==> config.mk <==
export PLATFORM = sky130hd
export DESIGN_NAME = xotr_phase_sequencer
export DESIGN_NICKNAME = d
export VERILOG_FILES = /design/src/rtl/xotr_phase_sequencer.sv
export SDC_FILE = /design/constraint.sdc
export NUM_CORES = 1
export LEC_CHECK = 0
export CAP_MARGIN = 5
export CORE_MARGIN = 2
export CORE_UTILIZATION = 45
export CTS_CLUSTER_DIAMETER = 50
export DETAILED_ROUTE_END_ITERATION = 12
export GPL_TIMING_DRIVEN = 0
export HOLD_SLACK_MARGIN = 0.08
export PLACE_DENSITY = 0.91
export SYNTH_ARGS = -nofsm -noshare
export SYNTH_HDL_FRONTEND = slang
export SYNTH_SLANG_ARGS = --single-unit
==> constraint.sdc <==
create_clock -name i_CLK -period 2.1 [get_ports i_CLK]
set_clock_uncertainty 0.05 [all_clocks]
set_input_delay 0.21 -clock i_CLK [delete_from_list [all_inputs] [get_ports i_CLK]]
set_output_delay 0.21 -clock i_CLK [all_outputs]
set_load 0.1 [all_outputs]
==> src/rtl/xotr_phase_sequencer.sv <==
// ---------------------------------------------------------------------------
// xotr_phase_sequencer
// Upstream stage of the ED-prefix (XOTR) opcode decoder. This block holds all
// of the decoder's state: the XPT execution-phase counter, the XOTR-mode latch
// and the captured opcode byte. Keeping that state here lets the downstream
// decoder stay purely combinational. Every output comes from a register, so
// each output changes exactly one edge after the input that causes it.
//
// Ports
//   i_CLK               system clock, rising edge
//   i_notRESET          asynchronous active-low reset
//   i_Set_XOTR          ED prefix fetched; enter XOTR mode on the next edge
//   i_Reset_XOTR        end-of-instruction strobe from the decoder; leave XOTR mode
//   i_Reset_XPT         end-of-instruction strobe from the decoder; restart the phase count
//   i_Wait              bus wait state; XPT is frozen while this is high
//   i_Load_Source       opcode fetch is complete; capture i_Dt_In
//   i_Dt_In             data bus byte
//   o_XPT / o_notXPT    current phase and its complement (separate register)
//   o_Source/o_notSource captured opcode and its complement (separate register)
//   o_not_enable        0 while XOTR mode is active (decoder enabled)
//   o_Phase_Start       one-cycle pulse: XPT restarted at 0 this cycle
//   o_Err_XPT_Overrun   sticky; set when an increment is requested at the max phase
// ---------------------------------------------------------------------------
// state   | meaning
// ST_IDLE | not in XOTR mode, so the decoder is disabled (o_not_enable = 1)
// ST_XOTR | an ED prefix was seen, so the decoder is enabled (o_not_enable = 0)
// ---------------------------------------------------------------------------
module xotr_phase_sequencer #(
    parameter int                 XPT_W   = 5,
    parameter int                 SRC_W   = 8,
    parameter logic [SRC_W-1:0]   SRC_RST = 8'h00
) (
    input  logic               i_CLK,
    input  logic               i_notRESET,
    input  logic               i_Set_XOTR,
    input  logic               i_Reset_XOTR,
    input  logic               i_Reset_XPT,
    input  logic               i_Wait,
    input  logic               i_Load_Source,
    input  logic [SRC_W-1:0]   i_Dt_In,
    output logic [XPT_W-1:0]   o_XPT,
    output logic [XPT_W-1:0]   o_notXPT,
    output logic [SRC_W-1:0]   o_Source,
    output logic [SRC_W-1:0]   o_notSource,
    output logic               o_not_enable,
    output logic               o_Phase_Start,
    output logic               o_Err_XPT_Overrun
);

    localparam logic [XPT_W-1:0] XPT_MAX = '1;

    typedef enum logic {
        ST_IDLE = 1'b0,
        ST_XOTR = 1'b1
    } state_t;

    state_t             r_state;
    state_t             w_state_nxt;
    logic [XPT_W-1:0]   r_xpt;
    logic [XPT_W-1:0]   r_not_xpt;
    logic [XPT_W-1:0]   w_xpt_nxt;
    logic [SRC_W-1:0]   r_source;
    logic [SRC_W-1:0]   r_not_source;
    logic               r_phase_start;
    logic               w_phase_start_nxt;
    logic               r_err;
    logic               w_err_nxt;

    // XOTR latch. Set beats Reset, so chained ED ED prefixes stay in XOTR mode.
    always_comb begin
        w_state_nxt = r_state;
        if (i_Set_XOTR)
            w_state_nxt = ST_XOTR;
        else if (i_Reset_XOTR)
            w_state_nxt = ST_IDLE;
    end

    // Phase counter, in priority order: restart, wait, saturate, increment.
    always_comb begin
        w_xpt_nxt         = r_xpt;
        w_phase_start_nxt = 1'b0;
        w_err_nxt         = r_err;
        if (i_Reset_XPT) begin
            w_xpt_nxt         = '0;
            w_phase_start_nxt = 1'b1;
            w_err_nxt         = 1'b0;
        end else if (i_Wait) begin
            w_xpt_nxt = r_xpt;
        end else if (r_xpt == XPT_MAX) begin
            w_err_nxt = 1'b1;
        end else begin
            w_xpt_nxt = r_xpt + 1'b1;
        end
    end

    always_ff @(posedge i_CLK or negedge i_notRESET) begin
        if (!i_notRESET) begin
            r_state       <= ST_IDLE;
            r_xpt         <= '0;
            r_not_xpt     <= '1;
            r_phase_start <= 1'b0;
            r_err         <= 1'b0;
            r_source      <= SRC_RST;
            r_not_source  <= ~SRC_RST;
        end else begin
            r_state       <= w_state_nxt;
            r_xpt         <= w_xpt_nxt;
            // The complements get their own flops so the decoder sees true and
            // inverted buses with matched timing; they track by construction.
            r_not_xpt     <= ~w_xpt_nxt;
            r_phase_start <= w_phase_start_nxt;
            r_err         <= w_err_nxt;
            if (i_Load_Source) begin
                r_source     <= i_Dt_In;
                r_not_source <= ~i_Dt_In;
            end
        end
    end

    assign o_XPT             = r_xpt;
    assign o_notXPT          = r_not_xpt;
    assign o_Source          = r_source;
    assign o_notSource       = r_not_source;
    assign o_not_enable      = (r_state == ST_IDLE);
    assign o_Phase_Start     = r_phase_start;
    assign o_Err_XPT_Overrun = r_err;

endmodule
==> results of run 1 <==
==> per-stage QoR <==
stage	hold WS, ns	util (%)
CTS	0.210	67.0
global route	0.219	67.7
finish	0.229	67.7
global placement	0.403	65.7
detailed placement	0.413	65.7
floorplan	-0.136	-
==> Yosys cell counts <==
cell type                       instances  area share (%)
sky130_fd_sc_hd__a21o_1                 2             1.3
sky130_fd_sc_hd__a21oi_1                3             1.3
sky130_fd_sc_hd__a41oi_2                1             1.4
sky130_fd_sc_hd__and4b_2                1            0.99
sky130_fd_sc_hd__buf_2                  1            0.44
sky130_fd_sc_hd__buf_6                  1            0.99
sky130_fd_sc_hd__dfrtp_1               16              35
sky130_fd_sc_hd__dfstp_2               13              30
sky130_fd_sc_hd__dlygate4sd1_1          1            0.77
sky130_fd_sc_hd__ha_1                   1             1.1
sky130_fd_sc_hd__inv_1                  9             3.0
sky130_fd_sc_hd__mux2_2                 8             7.9
sky130_fd_sc_hd__mux2i_1                9             7.9
sky130_fd_sc_hd__nand2_1                1            0.33
sky130_fd_sc_hd__nand4b_1               1            0.77
sky130_fd_sc_hd__nor2_1                 5             1.6
sky130_fd_sc_hd__nor2b_1                1            0.55
sky130_fd_sc_hd__o21bai_1               1            0.66
sky130_fd_sc_hd__or2_1                  3             1.6
sky130_fd_sc_hd__xnor2_1                2             1.5
sky130_fd_sc_hd__xor2_1                 1            0.77
==> power by group through the flow <==
stage	Combinational [mW]	Clock, mW	Sequential (mW)
6_report	0.476	0.345	0.635
5_1_grt	0.494	0.391	0.640
4_1_cts	0.480	0.362	0.636
3_5_place_dp	0.502	0	0.647
3_3_place_gp	0.496	0	0.644
2_1_floorplan	0.0690	0	0.947
==> path summary, 6_finish.rpt <==
path                       slack (ns)            from              to  cells after the start
setup / recovery                 0.08   o_Phase_Start   o_Phase_Start                      1
hold / removal                   0.23   i_Load_Source     o_Source[5]                      2
setup reg to reg                 0.70        o_XPT[0]        o_XPT[1]                      4
hold reg to reg                  0.42  o_notSource[0]  o_notSource[0]                      2
max in group asynchronous        1.22      i_notRESET   o_Phase_Start                      2
min in group asynchronous        0.36      i_notRESET     o_Source[4]                      2
==> sequential cells by signal (all words and copies together) (netlist names) <==
name / flops
o_Err_XPT_Overrun: 1
o_Phase_Start: 1
o_Source: 8
o_XPT: 5
o_notSource: 8
o_notXPT: 5
r_state: 1
==> worst register-to-register path: stages (launching register included) <==
cell and delay (ns):
sky130_fd_sc_hd__dfrtp_1 0.43, sky130_fd_sc_hd__ha_1 0.24, sky130_fd_sc_hd__a41oi_2 0.26, sky130_fd_sc_hd__mux2i_1 0.24, sky130_fd_sc_hd__nor2_1 0.06
==> area by class of cell <==
| class | instances | share of cell area, % |
|---|---|---|
| Multi-Input combinational cell | 40 | 20.7 |
| Tap cell | 30 | 2.28 |
| Buffer | 3 | 1.52 |
| Sequential cell | 29 | 45.1 |
| Clock buffer | 8 | 3.57 |
| Timing Repair Buffer | 43 | 24.8 |
| Inverter | 9 | 2.05 |
==> what timing repair did <==
action | CTS | global route
resized for setup | 23 | 5
setup endpoints to repair | 23 | 5
gates cloned | 0 | 0
hold endpoints to repair | 0 | 16
hold buffers | 0 | 1
==> metal layers <==
metal | vias to the layer above | global-route usage, % | part of all wire [%]
met1 | 375 | 18.4 | 40
li1 | 369 | - | -
met4 | 0 | 8.75 | 1.9
met3 | 6 | 9.56 | 8.1
met5 | - | 0 | 0
met2 | 32 | 28.1 | 50
==> cells by family after synthesis <==
family / Yosys count / synth area share, %
AOI/OAI and AO/OA: 7 / 4.71
xor gates and xnor gates: 3 / 2.30
adders and majority gates: 1 / 1.10
buffers and inverters: 12 / 5.15
DFF: 29 / 65.0
muxes: 17 / 15.8
and+or+nand+nor: 12 / 5.92
==> flow_summary.rst, run 1 <==
.. list-table::
   :header-rows: 1

   * - Metric
     - Value
   * - Status
     - complete, no violations
   * - Global-route wire length before repair
     - 3370 um
   * - Ratio of cells with drive above 1 in the final layout
     - 24.2%
   * - Fill cells
     - 186
   * - Cell chosen for the clock root
     - sky130_fd_sc_hd__clkbuf_4
   * - Fraction of power consumed by the clock network
     - 23.7%
   * - Worst path buffer plus inverter count
     - 1
   * - Type of the most critical hold path
     - input port to flop
   * - Max-Slew Margin vs Limit
     - 34.6%
   * - Floorplan die area
     - 0.00295 mm2
   * - Fraction of the yosys area taken by sequential cells
     - 65.0%
   * - Data arrival time of the critical path
     - 1.76 ns
   * - Post-CTS clock slew at the launch and capture registers of the worst setup and hold paths
     - 0.08 ns
   * - Grt ovf
     - 0
   * - P&R area growth vs syn
     - 44.3%
   * - Type of element launching the critical path
     - flop
   * - Portion of total power attributed to sequential cells
     - 43.6%
   * - Overall power of the completed layout
     - 1.46 mW
   * - Final worst path period need
     - 2.02 ns
   * - Setup-failing EPs final
     - 0
   * - Leak Pwr
     - 0.823 nW
   * - Maximum vdd ir drop
     - 0.577 mV
   * - Number of non-filler instances in the completed layout
     - 162
   * - Internal power
     - 880 uW
   * - Finished layout cell area
     - 0.00165 mm2
   * - Synthesis warning total
     - 0
   * - CTS Buf Count
     - 5
   * - Aggregate routed wire length
     - 2270 um
   * - Antenna violations before repair
     - 0
   * - Area after detailed placement
     - 0.00160 mm2
   * - Num ports
     - 44
   * - Via count of the first global-routing pass
     - 771
   * - Delay of the slowest cell on the worst path
     - 1.12 ns
   * - Tot GR Track Use
     - 17.5%
   * - Setup tns final
     - 0 ns
   * - Sequential cell area
     - 742 um2
   * - Number of max-capacitance violations reported
     - 0
   * - Detailed placer's ending HPWL
     - 1650 um
   * - Via count
     - 782
   * - Per-cell via count in the routed design
     - 4.83
   * - Power Dens Cells
     - 885 mW/mm2
   * - Series of cell instances along the critical path
     - clkdlybuf4s50_1
   * - Number of levels in the clock H-tree
     - 2
   * - NetSw
     - 576 uW
   * - Number of input and output port buffers inserted
     - 42
   * - Highest-delay cell along the critical path
     - sky130_fd_sc_hd__clkdlybuf4s50_1
   * - Setup Fix Bufs, Post-CTS
     - 0
   * - Average wire per cell in the routed design
     - 14.0 um
   * - Overall die width
     - 54.4 um
   * - Total of flip-flops plus latches after synthesis
     - 29
   * - Slew at the pin with the worst max-slew slack
     - 0.979 ns
   * - Biggest fanout along the worst timing path
     - 1
   * - Clock latency on the worst-skew pair
     - 0.33 ns
   * - Synthesized net count
     - 97
   * - Netlist area before placement
     - 0.00114 mm2
   * - Setup repair after global routing missed its margin
     - no
   * - Total number of placement rows
     - 18
   * - Clock tree from TritonCTS
     - built
   * - Area of the placeable core
     - 0.00243 mm2
   * - Most common cell after layout, fill and taps aside
     - sky130_fd_sc_hd__dlygate4sd2_1
   * - Antenna cells
     - 0
   * - Total placed cells including tap cells
     - 153
   * - Number of instances in the synthesized netlist
     - 81
   * - Pre-CTS WS
     - 0.194 ns
   * - Multi-input combinational cell area
     - 340 um2
   * - Kind of cell adding the most delay to the critical path
     - buffers and inverters
   * - TritonRoute pass-1 iters
     - 1
   * - RD Place Congestion
     - 0.723
   * - Critical path required time
     - 1.84 ns
   * - Netlist cell types
     - 21
   * - Synth Area per Inst
     - 14.1 um2
   * - Top library cells by usage in the layout, fill and taps aside
     - sky130_fd_sc_hd__dlygate4sd2_1, sky130_fd_sc_hd__dfrtp_1, sky130_fd_sc_hd__clkdlybuf4s50_1, sky130_fd_sc_hd__dfstp_2
   * - Number of clock sinks seen by CTS
     - 29
   * - Final worst-path cycle share
     - 96.4%
   * - Net switching share of the total power
     - 39.6%
   * - FMAX
     - 0.494 GHz
   * - DRC violations left
     - 0
   * - Crit Path Class
     - flop to primary output
   * - Critical path capture point type
     - primary output
   * - Worst path setup slack after routing
     - 0.0758 ns
   * - Combinational power share
     - 32.7%
   * - Initial detailed-routing violation count
     - 0
   * - Largest buffer count on any clock path
     - 2
   * - Final hold vios
     - 0
   * - Maximum number of pins on one net before global-route repair
     - 30
   * - Residual antenna-violating net count after detailed routing
     - 0
   * - Post-layout nets
     - 147
   * - Vertical extent of the die
     - 54.4 um
   * - Starting density of the core
     - 46.9%
   * - Final number of max-transition violations
     - 0
(Power assumes the default switching activity.)
==> run 2: changes to the inputs <==
--- a/config.mk
+++ b/config.mk
@@ -7,12 +7,12 @@
 export LEC_CHECK = 0
 export CAP_MARGIN = 5
 export CORE_MARGIN = 2
-export CORE_UTILIZATION = 45
+export CORE_UTILIZATION = 35
 export CTS_CLUSTER_DIAMETER = 50
 export DETAILED_ROUTE_END_ITERATION = 12
 export GPL_TIMING_DRIVEN = 0
 export HOLD_SLACK_MARGIN = 0.08
-export PLACE_DENSITY = 0.91
+export PLACE_DENSITY = 0.75
 export SYNTH_ARGS = -nofsm -noshare
 export SYNTH_HDL_FRONTEND = slang
 export SYNTH_SLANG_ARGS = --single-unit
==> run 2 against run 1 <==
Compared with the run above:
- sequential power is essentially flat
- non-clock buffer count is the same
- first-iteration DRC count grew 26
- critical path depth is the same
==> flow_summary.rst, run 2 (synthesized netlist as in run 1, its figures left out) <==
.. list-table::
   :header-rows: 1

   * - Metric
     - Value
   * - Critical path capture point type
     - primary output (unchanged)
   * - Post-CTS clock slew at the launch and capture registers of the worst setup and hold paths
     - 0.09 ns (was 0.08 ns)
   * - Detailed placer's ending HPWL
     - 1600 um (was 1650 um)
   * - Largest buffer count on any clock path
     - 2 (unchanged)
   * - Launching instance or port of the critical path
     - o_notXPT[1] (was o_Phase_Start)
   * - Number of input and output port buffers inserted
     - 42 (unchanged)
   * - Residual antenna-violating net count after detailed routing
     - 0 (unchanged)
   * - Status
     - complete, no violations (unchanged)
   * - Floorplan die area
     - 0.00373 mm2 (was 0.00295 mm2)
   * - Tot GR Track Use
     - 13.9% (was 17.5%)
   * - FMAX
     - 0.512 GHz (was 0.494 GHz)
   * - Cell chosen for the clock root
     - sky130_fd_sc_hd__clkbuf_4 (unchanged)
   * - Number of levels in the clock H-tree
     - 2 (unchanged)
   * - Via count of the first global-routing pass
     - 827 (was 771)
   * - Detailed-routing wirelength on met1
     - 963 um (was 898 um)
   * - Power Dens Cells
     - 868 mW/mm2 (was 885 mW/mm2)
   * - Highest metal used
     - met4 (unchanged)
   * - Post-layout nets
     - 147 (unchanged)
   * - CTS Buf Count
     - 5 (unchanged)
   * - P&R area growth vs syn
     - 46.7% (was 44.3%)
   * - Clock tree from TritonCTS
     - built (unchanged)
   * - Data arrival time of the critical path
     - 1.69 ns (was 1.76 ns)
   * - Area of the placeable core
     - 0.00308 mm2 (was 0.00243 mm2)
   * - Number of max-capacitance violations reported
     - 0 (unchanged)
   * - Setup tns final
     - 0 ns (unchanged)
   * - Highest-delay cell along the critical path
     - sky130_fd_sc_hd__dlygate4sd2_1 (was sky130_fd_sc_hd__clkdlybuf4s50_1)
   * - Count of cells along the worst hold path
     - 2 (unchanged)
   * - Register-to-register path setup slack
     - 0.67 ns (was 0.70 ns)
   * - Type of element launching the critical path
     - flop (unchanged)
   * - Antenna violations before repair
     - 0 (unchanged)
   * - Number of non-filler instances in the completed layout
     - 176 (was 162)
   * - CP Depth
     - 1 (unchanged)
   * - Number of clock sinks seen by CTS
     - 29 (unchanged)
   * - Vertical extent of the die
     - 61.1 um (was 54.4 um)
   * - Most common cell after layout, fill and taps aside
     - sky130_fd_sc_hd__dlygate4sd2_1 (unchanged)
   * - Per-cell via count in the routed design
     - 4.43 (was 4.83)
   * - Final hold vios
     - 0 (unchanged)
   * - Area after detailed placement
     - 0.00162 mm2 (was 0.00160 mm2)
   * - Biggest fanout along the worst timing path
     - 1 (unchanged)
   * - Antenna cells
     - 0 (unchanged)
   * - Average wire per cell in the routed design
     - 12.6 um (was 14.0 um)
   * - R2r worst-path depth
     - 4 (unchanged)
   * - Slew at the pin with the worst max-slew slack
     - 0.983 ns (was 0.979 ns)
   * - Total number of placement rows
     - 20 (was 18)
   * - Setup Fix Bufs, Post-CTS
     - 0 (unchanged)
   * - Final worst path period need
     - 1.95 ns (was 2.02 ns)
   * - Final number of max-transition violations
     - 0 (unchanged)
   * - Total placed cells including tap cells
     - 167 (was 153)
   * - Critical path endpoint
     - o_notXPT[1] (was o_Phase_Start)
   * - Pre-CTS WS
     - 0.200 ns (was 0.194 ns)
   * - Setup repair after global routing missed its margin
     - no (unchanged)
   * - Grt ovf
     - 0 (unchanged)
   * - Routed met2 length
     - 1020 um (was 1140 um)
   * - Type of the most critical hold path
     - input port to flop (unchanged)
   * - Leak Pwr
     - 0.841 nW (was 0.823 nW)
   * - TritonRoute pass-1 iters
     - 4 (was 1)
   * - RD Place Congestion
     - 0.723 (about the same)
   * - Starting density of the core
     - 37.1% (was 46.9%)
   * - Maximum vdd ir drop
     - 0.427 mV (was 0.577 mV)
   * - Worst hold slack
     - 0.234 ns (was 0.229 ns)
   * - Top library cells by usage in the layout, fill and taps aside
     - sky130_fd_sc_hd__dlygate4sd2_1, sky130_fd_sc_hd__dfrtp_1, sky130_fd_sc_hd__dfstp_2, sky130_fd_sc_hd__clkdlybuf4s50_1 (was sky130_fd_sc_hd__dlygate4sd2_1, sky130_fd_sc_hd__dfrtp_1, sky130_fd_sc_hd__clkdlybuf4s50_1, sky130_fd_sc_hd__dfstp_2)
   * - Num ports
     - 44 (unchanged)
   * - Delay of the slowest cell on the worst path
     - 0.85 ns (was 1.12 ns)
   * - Crit Path Class
     - flop to primary output (unchanged)
   * - Aggregate routed wire length
     - 2220 um (was 2270 um)
   * - Ratio of cells with drive above 1 in the final layout
     - 24.2% (unchanged)
   * - Worst path buffer plus inverter count
     - 1 (unchanged)
   * - Fill cells
     - 286 (was 186)
   * - Series of cell instances along the critical path
     - dlygate4sd2_1 (was clkdlybuf4s50_1)
   * - Worst path setup slack after routing
     - 0.146 ns (was 0.0758 ns)
   * - Final core occ
     - 54.4% (was 67.7%)
   * - Setup-failing EPs final
     - 0 (unchanged)
   * - Final worst-path cycle share
     - 93.1% (was 96.4%)
   * - Maximum number of pins on one net before global-route repair
     - 30 (unchanged)
   * - Overall power of the completed layout
     - 1.45 mW (was 1.46 mW)
   * - Worst flop-to-flop path endpoint
     - o_XPT[1] (unchanged)
   * - Launch instance of the worst register-to-register path
     - o_XPT[0] (unchanged)
   * - Global-route wire length before repair
     - 3660 um (was 3370 um)
   * - Max-Slew Margin vs Limit
     - 34.4% (was 34.6%)
   * - Via count
     - 780 (was 782)
   * - Kind of cell adding the most delay to the critical path
     - buffers and inverters (unchanged)
   * - Initial detailed-routing violation count
     - 26 (was 0)
   * - Finished layout cell area
     - 0.00167 mm2 (was 0.00165 mm2)
   * - DRC violations left
     - 0 (unchanged)
   * - Routed length on met3
     - 214 um (was 185 um)
   * - Overall die width
     - 61.1 um (was 54.4 um)
   * - Critical path required time
     - 1.84 ns (about the same)
   * - Clock latency on the worst-skew pair
     - 0.31 ns (was 0.33 ns)
run 2: cell count changes in the layout (fill, tap and decap cells not counted), sizes merged:
cell,previous run,this run
clkdlybuf4s50,13,12
dlygate4sd2,23,21
dlymetal6s2s,5,8
run 2: cell type report:
class,instances,area [um2],area share [%]
flip-flops and latches,29,742,44.3
well taps,44,55.1,3.29
repair buffers,43,419,25.0
clock buffers,8,58.8,3.51
plain buffers,3,25.0,1.49
multi-input cells,40,340,20.3
inverters,9,33.8,2.02
run 2: what timing repair did:
action	CTS	global route
hold buffers	0	1
endpoints found under the hold margin	0	16
resized for setup	21	8
setup endpoints to repair	21	8
run 2: how the worst min path moves through the flow:
| stage | to | slack [ns] | start |
|---|---|---|---|
| after floorplan | o_Err_XPT_Overrun | -0.14 | i_notRESET |
| final | o_Source[2] | 0.23 | i_Load_Source |
| after detailed placement | o_notSource[7] | 0.41 | o_notSource[7] |
| after CTS | o_Source[4] | 0.23 | i_Load_Source |
| after global placement | o_notSource[7] | 0.40 | o_notSource[7] |
| after global routing | o_Source[5] | 0.21 | i_Load_Source |
run 2: metal layers:
metal / GRT usage [%] / vias to the layer above
met5: 0 / -
met4: 4.66 / 0
met3: 6.72 / 3
met2: 22.6 / 38
met1: 16.1 / 369
li1: - / 370
run 2: where the power goes:
group	switching [mW]	internal, mW
Sequential	0.0207	0.614
Combinational	0.374	0.105
Clock	0.175	0.165
Total	0.569	0.884
